## config.mk

```make
export PLATFORM = sky130hd
export DESIGN_NAME = ibex_rvfi_trace_buf
export DESIGN_NICKNAME = d
export VERILOG_FILES = /design/src/rtl/ibex_rvfi_trace_buf.sv
export SDC_FILE = /design/constraint.sdc
export NUM_CORES = 1
export LEC_CHECK = 0
export CORE_MARGIN = 8
export CORE_UTILIZATION = 50
export DETAILED_ROUTE_END_ITERATION = 8
export PLACE_DENSITY = 0.73
export SYNTH_ARGS = -nofsm -noshare
export SYNTH_HDL_FRONTEND = slang
export SYNTH_SLANG_ARGS = --single-unit
```

## constraint.sdc

```tcl
create_clock -name clk_i -period 6.9 [get_ports clk_i]
set_input_delay 2.07 -clock clk_i [delete_from_list [all_inputs] [get_ports clk_i]]
set_output_delay 2.07 -clock clk_i [all_outputs]
set_load 0.05 [all_outputs]
```

## src/rtl/ibex_rvfi_trace_buf.sv

```systemverilog
// RVFI retirement trace buffer: filtered capture of retired instructions into a
// circular FIFO with arm/freeze/clear control and a valid/ready drain port.
module ibex_rvfi_trace_buf #(
  parameter int unsigned Depth     = 16,
  parameter bit          Overwrite = 1'b1
) (
  input  logic                       clk_i,
  input  logic                       rst_ni,
  input  logic                       rvfi_valid_i,
  input  logic [31:0]                rvfi_pc_rdata_i,
  input  logic [31:0]                rvfi_insn_i,
  input  logic                       rvfi_trap_i,
  input  logic                       rvfi_intr_i,
  input  logic [1:0]                 rvfi_mode_i,
  input  logic [1:0]                 cfg_filter_i,
  input  logic                       cfg_stop_on_trap_i,
  input  logic                       arm_i,
  input  logic                       clear_i,
  output logic                       rd_valid_o,
  input  logic                       rd_ready_i,
  output logic [31:0]                rd_pc_o,
  output logic [31:0]                rd_insn_o,
  output logic [3:0]                 rd_flags_o,
  output logic [$clog2(Depth):0]     count_o,
  output logic                       overflow_o,
  output logic [1:0]                 state_o
);

  localparam int unsigned PtrW = $clog2(Depth);
  localparam int unsigned CntW = PtrW + 1;
  localparam logic [CntW-1:0] DepthCnt = CntW'(Depth);

  typedef enum logic [1:0] {
    StIdle    = 2'd0,
    StCapture = 2'd1,
    StFrozen  = 2'd2
  } state_e;

  state_e          state_q, state_d;
  logic [PtrW-1:0] head_q, head_d;
  logic [PtrW-1:0] tail_q, tail_d;
  logic [CntW-1:0] count_q, count_d;
  logic            overflow_q, overflow_d;

  // Entry layout: {trap, intr, mode[1:0], insn[31:0], pc[31:0]}; storage is never reset.
  logic [67:0]     mem_q [Depth];
  logic [67:0]     head_entry;

  logic filter_match;
  logic capture;
  logic pop;
  logic full;
  logic we;

  always_comb begin
    filter_match = 1'b0;
    unique case (cfg_filter_i)
      2'd0: filter_match = 1'b0;
      2'd1: filter_match = 1'b1;
      2'd2: filter_match = rvfi_trap_i | rvfi_intr_i;
      2'd3: filter_match = (rvfi_mode_i == 2'b11);
    endcase
  end

  assign capture = (state_q == StCapture) & rvfi_valid_i & filter_match;
  assign full    = (count_q == DepthCnt);
  assign pop     = (count_q != '0) & rd_ready_i;

  // Pointer/count/overflow next state; clear wins over everything else.
  always_comb begin
    head_d     = head_q;
    tail_d     = tail_q;
    count_d    = count_q;
    overflow_d = overflow_q;
    we         = 1'b0;
    if (clear_i) begin
      head_d     = '0;
      tail_d     = '0;
      count_d    = '0;
      overflow_d = 1'b0;
    end else begin
      if (pop) begin
        head_d = head_q + 1'b1;
      end
      if (capture) begin
        if (!full || pop) begin
          we     = 1'b1;
          tail_d = tail_q + 1'b1;
        end else if (Overwrite) begin
          // Full without a pop: oldest entry is lost, head moves with tail.
          we         = 1'b1;
          tail_d     = tail_q + 1'b1;
          head_d     = head_q + 1'b1;
          overflow_d = 1'b1;
        end else begin
          overflow_d = 1'b1;
        end
      end
      if (pop && !we) begin
        count_d = count_q - 1'b1;
      end else if (we && !pop && !full) begin
        count_d = count_q + 1'b1;
      end
    end
  end

  always_ff @(posedge clk_i) begin
    if (!rst_ni) begin
      head_q     <= '0;
      tail_q     <= '0;
      count_q    <= '0;
      overflow_q <= 1'b0;
    end else begin
      head_q     <= head_d;
      tail_q     <= tail_d;
      count_q    <= count_d;
      overflow_q <= overflow_d;
    end
  end

  always_ff @(posedge clk_i) begin
    if (we) begin
      mem_q[tail_q] <= {rvfi_trap_i, rvfi_intr_i, rvfi_mode_i, rvfi_insn_i, rvfi_pc_rdata_i};
    end
  end

  // FSM: state register
  always_ff @(posedge clk_i) begin
    if (!rst_ni) begin
      state_q <= StIdle;
    end else begin
      state_q <= state_d;
    end
  end

  // FSM: next state
  always_comb begin
    state_d = state_q;
    if (clear_i) begin
      state_d = StIdle;
    end else begin
      unique case (state_q)
        StIdle:    if (arm_i) state_d = StCapture;
        StCapture: if (capture && rvfi_trap_i && cfg_stop_on_trap_i) state_d = StFrozen;
        StFrozen:  if (arm_i) state_d = StCapture;
        default:   state_d = StIdle;
      endcase
    end
  end

  // FSM: outputs
  always_comb begin
    state_o = state_q;
  end

  // Read port is masked while empty so unreset storage never reaches the outputs.
  always_comb begin
    head_entry = mem_q[head_q];
    rd_valid_o = (count_q != '0);
    count_o    = count_q;
    overflow_o = overflow_q;
    rd_pc_o    = '0;
    rd_insn_o  = '0;
    rd_flags_o = '0;
    if (rd_valid_o) begin
      rd_pc_o    = head_entry[31:0];
      rd_insn_o  = head_entry[63:32];
      rd_flags_o = head_entry[67:64];
    end
  end

endmodule
```

==> metrics.txt, run 1 <==
status=finished, final reports clean; row cnt=106; crit end category=output port; synthesized net count=1795; synthesized flop and latch total=1104; Routed Antenna Nets=0; CTS tree=yes; GRT overflow=0; CTS root buf=clkbuf_16; Die Ht=306.8 µm; Via density=6.006; 1st-iter DRT viols=2126; die area=94130 µm²; Fin. Hold Viols=0; CTS max path bufs=3; max_cap viols=0; leakage power=14.44 nW; CP Class=register to output port; critical path, cell by cell=or4_1 -> nor2_1 -> inv_2 -> buf_12 -> and2_1 -> clkdlybuf4s50_1; top-level I/O count=154; DP Wirelength=43.97 mm; fill count=5727; Post-CTS Setup Bufs=0; worst hold path type=register to register; Worst Setup Start Kind=register; Worst-Skew Late Latency=0.64 ns; relative slew slack=0.4016; largest net degree at the start of global routing=95; Avg Cell Area, Syn=24.71 µm²; Routed WL per cell=28.96 µm; # setup viols final=0; core box area=83690 µm²; Worst Skew=0.02511 ns; final period utilization=0.8691; Area Growth Syn to Fin=15.09%; cell taking the most area after synthesis=edfxtp_1; highest clock rate=166.8 MHz; PortBufs=153; Max Slew Vio Count=0; global-route wire length before repair=134.0 mm; die width=306.8 µm; fraction of layout cells with a size suffix above 1=0.2739; commonest non-fill, non-tap cell in the layout=edfxtp_1; Post-Route WL=90.90 mm; Gates resized, CTS repair=0; Syn Std Cell Area=42280 µm²; Yosys cell types=42; total CTS buffers=103; Crit path largest cell delay=0.76 ns; Worst EP required=4.83 ns; routed vias=18850; slowest stage cell, crit path=clkdlybuf4s50_1; TritonCTS Sinks=1104; sequential area share after synthesis=0.7802; peak supply drop=0.1697 mV; Initial Utilization=0.5053; First-pass DRT Iterations=5; RSZ-0062 raised after global routing=false; top cell type's share of synthesized area=0.7727; CTS Hold Bufs=0; antenna violations before repair=9; Area contributors post-synth=edfxtp_1 77%, mux4_2 18%, and2_1 1.0%, dfxtp_1 0.76%, buf_6 0.75%; post-layout min period=5.997 ns; GRT Util Overall=0.1928; cell count after synthesis=1711; Reg clk slew, reported paths=0.06 ns; setup_tns=0 ns; end-of-flow core utilization=0.5815; worst slew pin tran=0.8976 ns; Ys Warns=0; Critical Path Fanout Max=43; commonest cells after routing, fill and taps aside=1088 x edfxtp_1, 340 x mux4_2, 153 x clkdlybuf4s50_1; fin nets=2003; PD cells=270.7 nW/µm²; vias in the first global route=20080; H-tree levels=3; Residual DRC=0; GPL Wtd Cong=0.7308; Critical Path AT=3.93 ns
## synth_stat cells, drive strengths merged
library cell,count
a21oi,8
a2bb2oi,1
a31oi,4
a32oi,1
a41o,1
a41oi,1
and2,69
and3b,1
buf,46
clkbuf,41
dfxtp,16
edfxtp,1088
ha,7
inv,5
mux2i,4
mux4,340
nand2,11
nand2b,1
nand3,3
nand3b,1
nand4,1
nor2,30
nor2b,1
nor3,1
nor3b,3
nor4,2
o21a,1
o21ai,7
o221a,1
o221ai,1
o31a,1
o31ai,1
or3,4
or3b,1
or4,3
xnor2,1
xor2,3
## flip-flops by register name, summed over array words and instances, names as in the netlist
name / cells
tail_q: 4
state_o: 2
mem_q: 1088
head_q: 4
count_o: 5
overflow_o: 1
## logic make-up (layout without fill, tap and decap cells)
| logic type | Yosys count | in the layout | synth area share |
|---|---|---|---|
| flops | 1104 | 1104 | 0.7802 |
| other cells | 0 | 4 | 0 |
| compound gates | 28 | 28 | 0.004261 |
| buf+inv | 92 | 382 | 0.01326 |
| fa+ha+maj | 7 | 7 | 0.002071 |
| mux | 344 | 344 | 0.1820 |
| simple gates | 132 | 132 | 0.01731 |
| xor+xnor | 4 | 4 | 0.0008287 |
## per-layer routing
layer / routed length, µm / vias to the layer above / GRT usage
met2: 45430 / 752 / 0.3172
li1: - / 7817 / -
met3: 6845 / 125 / 0.03800
met4: 1584 / 12 / 0.04634
met5: 66 / - / 0
met1: 36970 / 10150 / 0.2683
## critical path, delay by kind of cell, from the launching register on
kind | cells | cell delay [ns]
AND/OR/NAND/NOR | 3 | 1.31
buffers and inverters | 3 | 1.57
flip-flops | 1 | 0.39
## final cells by class
type / count / area, µm² / share of cell area
flip-flops and latches: 1104 / 33010 / 0.6783
multi-input cells: 515 / 8852 / 0.1819
clock buffers: 123 / 2738 / 0.05626
repair buffers: 190 / 2160 / 0.04438
well taps: 1134 / 1419 / 0.02916
clock inverters: 64 / 459.2 / 0.009436
inverters: 5 / 18.77 / 0.0003857
diodes: 4 / 10.01 / 0.0002057
## stage by stage
step / cell area (µm²) / instances / hold WS (ns) / setup WS (ns) / power (W)
2_1_floorplan: 42280 / 1711 / 0.4781 / 0.6289 / 0.007738
3_3_place_gp: 45460 / 2948 / 0.4959 / 1.445 / 0.007942
3_5_place_dp: 45460 / 2948 / 0.5121 / 1.425 / 0.007956
4_1_cts: 48650 / 3135 / 0.5203 / 0.7508 / 0.01327
5_1_grt: 48650 / 3135 / 0.5334 / 0.6753 / 0.01355
6_report: 48660 / 3139 / 0.5204 / 0.9034 / 0.01317
## power by group
part | internal [W] | total [W] | leakage [nW] | switching [W]
sequential | 0.00737 | 0.00737 | 9.91 | 0.00000534
combinational | 0.000159 | 0.000438 | 2.96 | 0.000279
clock | 0.00299 | 0.00536 | 1.57 | 0.00238
total | 0.0105 | 0.0132 | 14.4 | 0.00266
## worst paths after layout
path,from,to,depth (start not counted),slack [ns]
worst max-delay path,count_o[1],rd_flags_o[1],6,0.90
worst min register to register,overflow_o,overflow_o,2,0.52
worst min-delay path,overflow_o,overflow_o,2,0.52
worst max register to register,count_o[1],count_o[4],9,3.91
(Power assumes the default switching activity.)
==> run 2, diff against run 1 <==
CTS_BUF_LIST = sky130_fd_sc_hd__clkbuf_4   (was default)
==> metrics.txt, run 2 (synthesized netlist as in run 1, its figures left out) <==
status=finished, final reports clean; CTS root buf=clkbuf_4; Post-CTS Setup Bufs=0; 1st-iter DRT viols=1990; Critical Path AT=4.40 ns; Worst-Skew Late Latency=1.10 ns; CTS tree=yes; CP Class=register to output port; row cnt=106; Routed WL per cell=26.70 µm; CTS max path bufs=4; core box area=83690 µm²; DP Wirelength=43.97 mm; Max Slew Vio Count=0; critical path, cell by cell=buf_4 -> mux4_2 -> mux4_2 -> and2_1 -> clkdlybuf4s50_1; Via density=5.800; FF-to-FF End=count_o[4]; cell internal pwr=0.01027 W; Worst Skew=0.07092 ns; vias in the first global route=21680; sequential share of power=0.568; min setup slack post-route=0.4280 ns; Critical Path Fanout Max=29; WHS=0.5218 ns; peak supply drop=0.1560 mV; crit end category=output port; commonest non-fill, non-tap cell in the layout=edfxtp_1; TritonCTS Sinks=1104; global-route wire length before repair=135.1 mm; First-pass DRT Iterations=6; largest net degree at the start of global routing=95; worst slew pin tran=0.8881 ns; Residual DRC=0; Initial Utilization=0.5053; CTS Hold Bufs=0; end-of-flow core utilization=0.5826; fraction of layout cells with a size suffix above 1=0.3589; Sw Ratio=0.2088; Routed Antenna Nets=0; reg2reg setup slack=3.89 ns; busiest layer in global routing=met2; Reg clk slew, reported paths=0.06 ns; Place WS=1.425 ns; commonest cells after routing, fill and taps aside=1088 x edfxtp_1, 397 x clkbuf_4, 340 x mux4_2; Worst setup startpoint=head_q[0]; post-layout min period=6.472 ns; Fin. Hold Viols=0; top-level I/O count=154; worst r2r src=count_o[1]; Die Ht=306.8 µm; GRT overflow=0; total CTS buffers=284; PD cells=266.1 nW/µm²; final period utilization=0.9380; met3 Usage GRT=0.05333; Worst EP required=4.83 ns; max FFs per register=1088; die width=306.8 µm; leakage power=14.86 nW; GRT Util Overall=0.1949; GPL Wtd Cong=0.7308; routing usage on met2=0.3162; Post-Route WL=91.05 mm; combinational cell fraction of total power=0.034; slowest stage cell, crit path=dfxtp_4; Gates resized, CTS repair=0; fin nets=2184; Psw=0.002708 W; Largest Register=mem_q; max_cap viols=0; highest clock rate=154.5 MHz; Worst Setup Start Kind=register; # setup viols final=0; clock share of power=0.398; relative slew slack=0.4080; Crit path largest cell delay=0.74 ns; Worst Setup EP=rd_pc_o[28]; met1 Track Usage GR=0.2599; antenna violations before repair=13; Area Growth Syn to Fin=15.32%; PortBufs=153; Worst Reg-to-Reg Cells=9; H-tree levels=5; routed vias=19780; most frequent CP cell=mux4_2; RSZ-0062 raised after global routing=false; die area=94130 µm²; worst hold path type=register to register; setup_tns=0 ns
-- run 2: changes by cell type in the layout (fill, tap and decap cells not counted), moves of 3 or more --
cell	delta
inv_2	+5
clkbuf_16	-107
clkinv_4	-6
clkbuf_4	+397
clkbuf_1	-16
clkinv_2	-12
clkinv_1	+17
clkinvlp_4	-5
diode_2	+4
inv_6	-3
-- run 2: worst min-delay path by stage --
stage	start	endpoint	cells past startpoint
global route	tail_q[1]	tail_q[1]	2
detailed placement	tail_q[1]	tail_q[1]	2
global placement	tail_q[0]	tail_q[0]	2
CTS	tail_q[1]	tail_q[1]	2
finish	overflow_o	overflow_o	2
floorplan	tail_q[0]	tail_q[0]	2
-- run 2: final cells by class --
type | count | area [µm²]
fill | 5848 | 34930
antenna | 8 | 20.02
inverter | 5 | 18.77
timing repair buffer | 190 | 2160
multi-input combinational | 515 | 8852
tap | 1134 | 1419
clock inverter | 57 | 304.0
clock buffer | 397 | 2980
sequential | 1104 | 33010
-- run 2: stage by stage --
step	power [W]	cells	area (µm²)
after global routing	0.01348	3408	48760
final	0.01297	3410	48760
after floorplan	0.007738	1711	42280
after global placement	0.007942	2948	45460
after detailed placement	0.007956	2948	45460
after CTS	0.01313	3402	48740
-- run 2: worst max-delay path, delay by kind of cell, from the launching register on --
family | cells | cell delay [ns]
mux | 2 | 1.06
flops | 1 | 0.74
simple gates | 1 | 0.22
buf+inv | 2 | 1.28
-- run 2: power by group through the flow --
stage | Clock (W) | Combinational, W | Sequential, W
after global placement | 0 | 0.000428 | 0.00751
after detailed placement | 0 | 0.000442 | 0.00751
final | 0.00517 | 0.000437 | 0.00737
after floorplan | 0 | 0.000221 | 0.00752
after CTS | 0.00532 | 0.000443 | 0.00737
after global routing | 0.00565 | 0.000465 | 0.00736
-- run 2: layer usage --
metal  share of wire  vias to the layer above  wire length, µm
met3           0.089                      137             8144
met1            0.39                    10400            35530
met2            0.50                      900            45830
met5         0.00088                        -               80
li1                -                     8329                -
met4           0.016                       14             1471
==> run 3, diff against run 2 <==
HOLD_SLACK_MARGIN = 0.08   (was default)
TNS_END_PERCENT = 20   (was default)
==> results of run 3 <==
Final layout, timing and power as in run 2 (identical DEF).
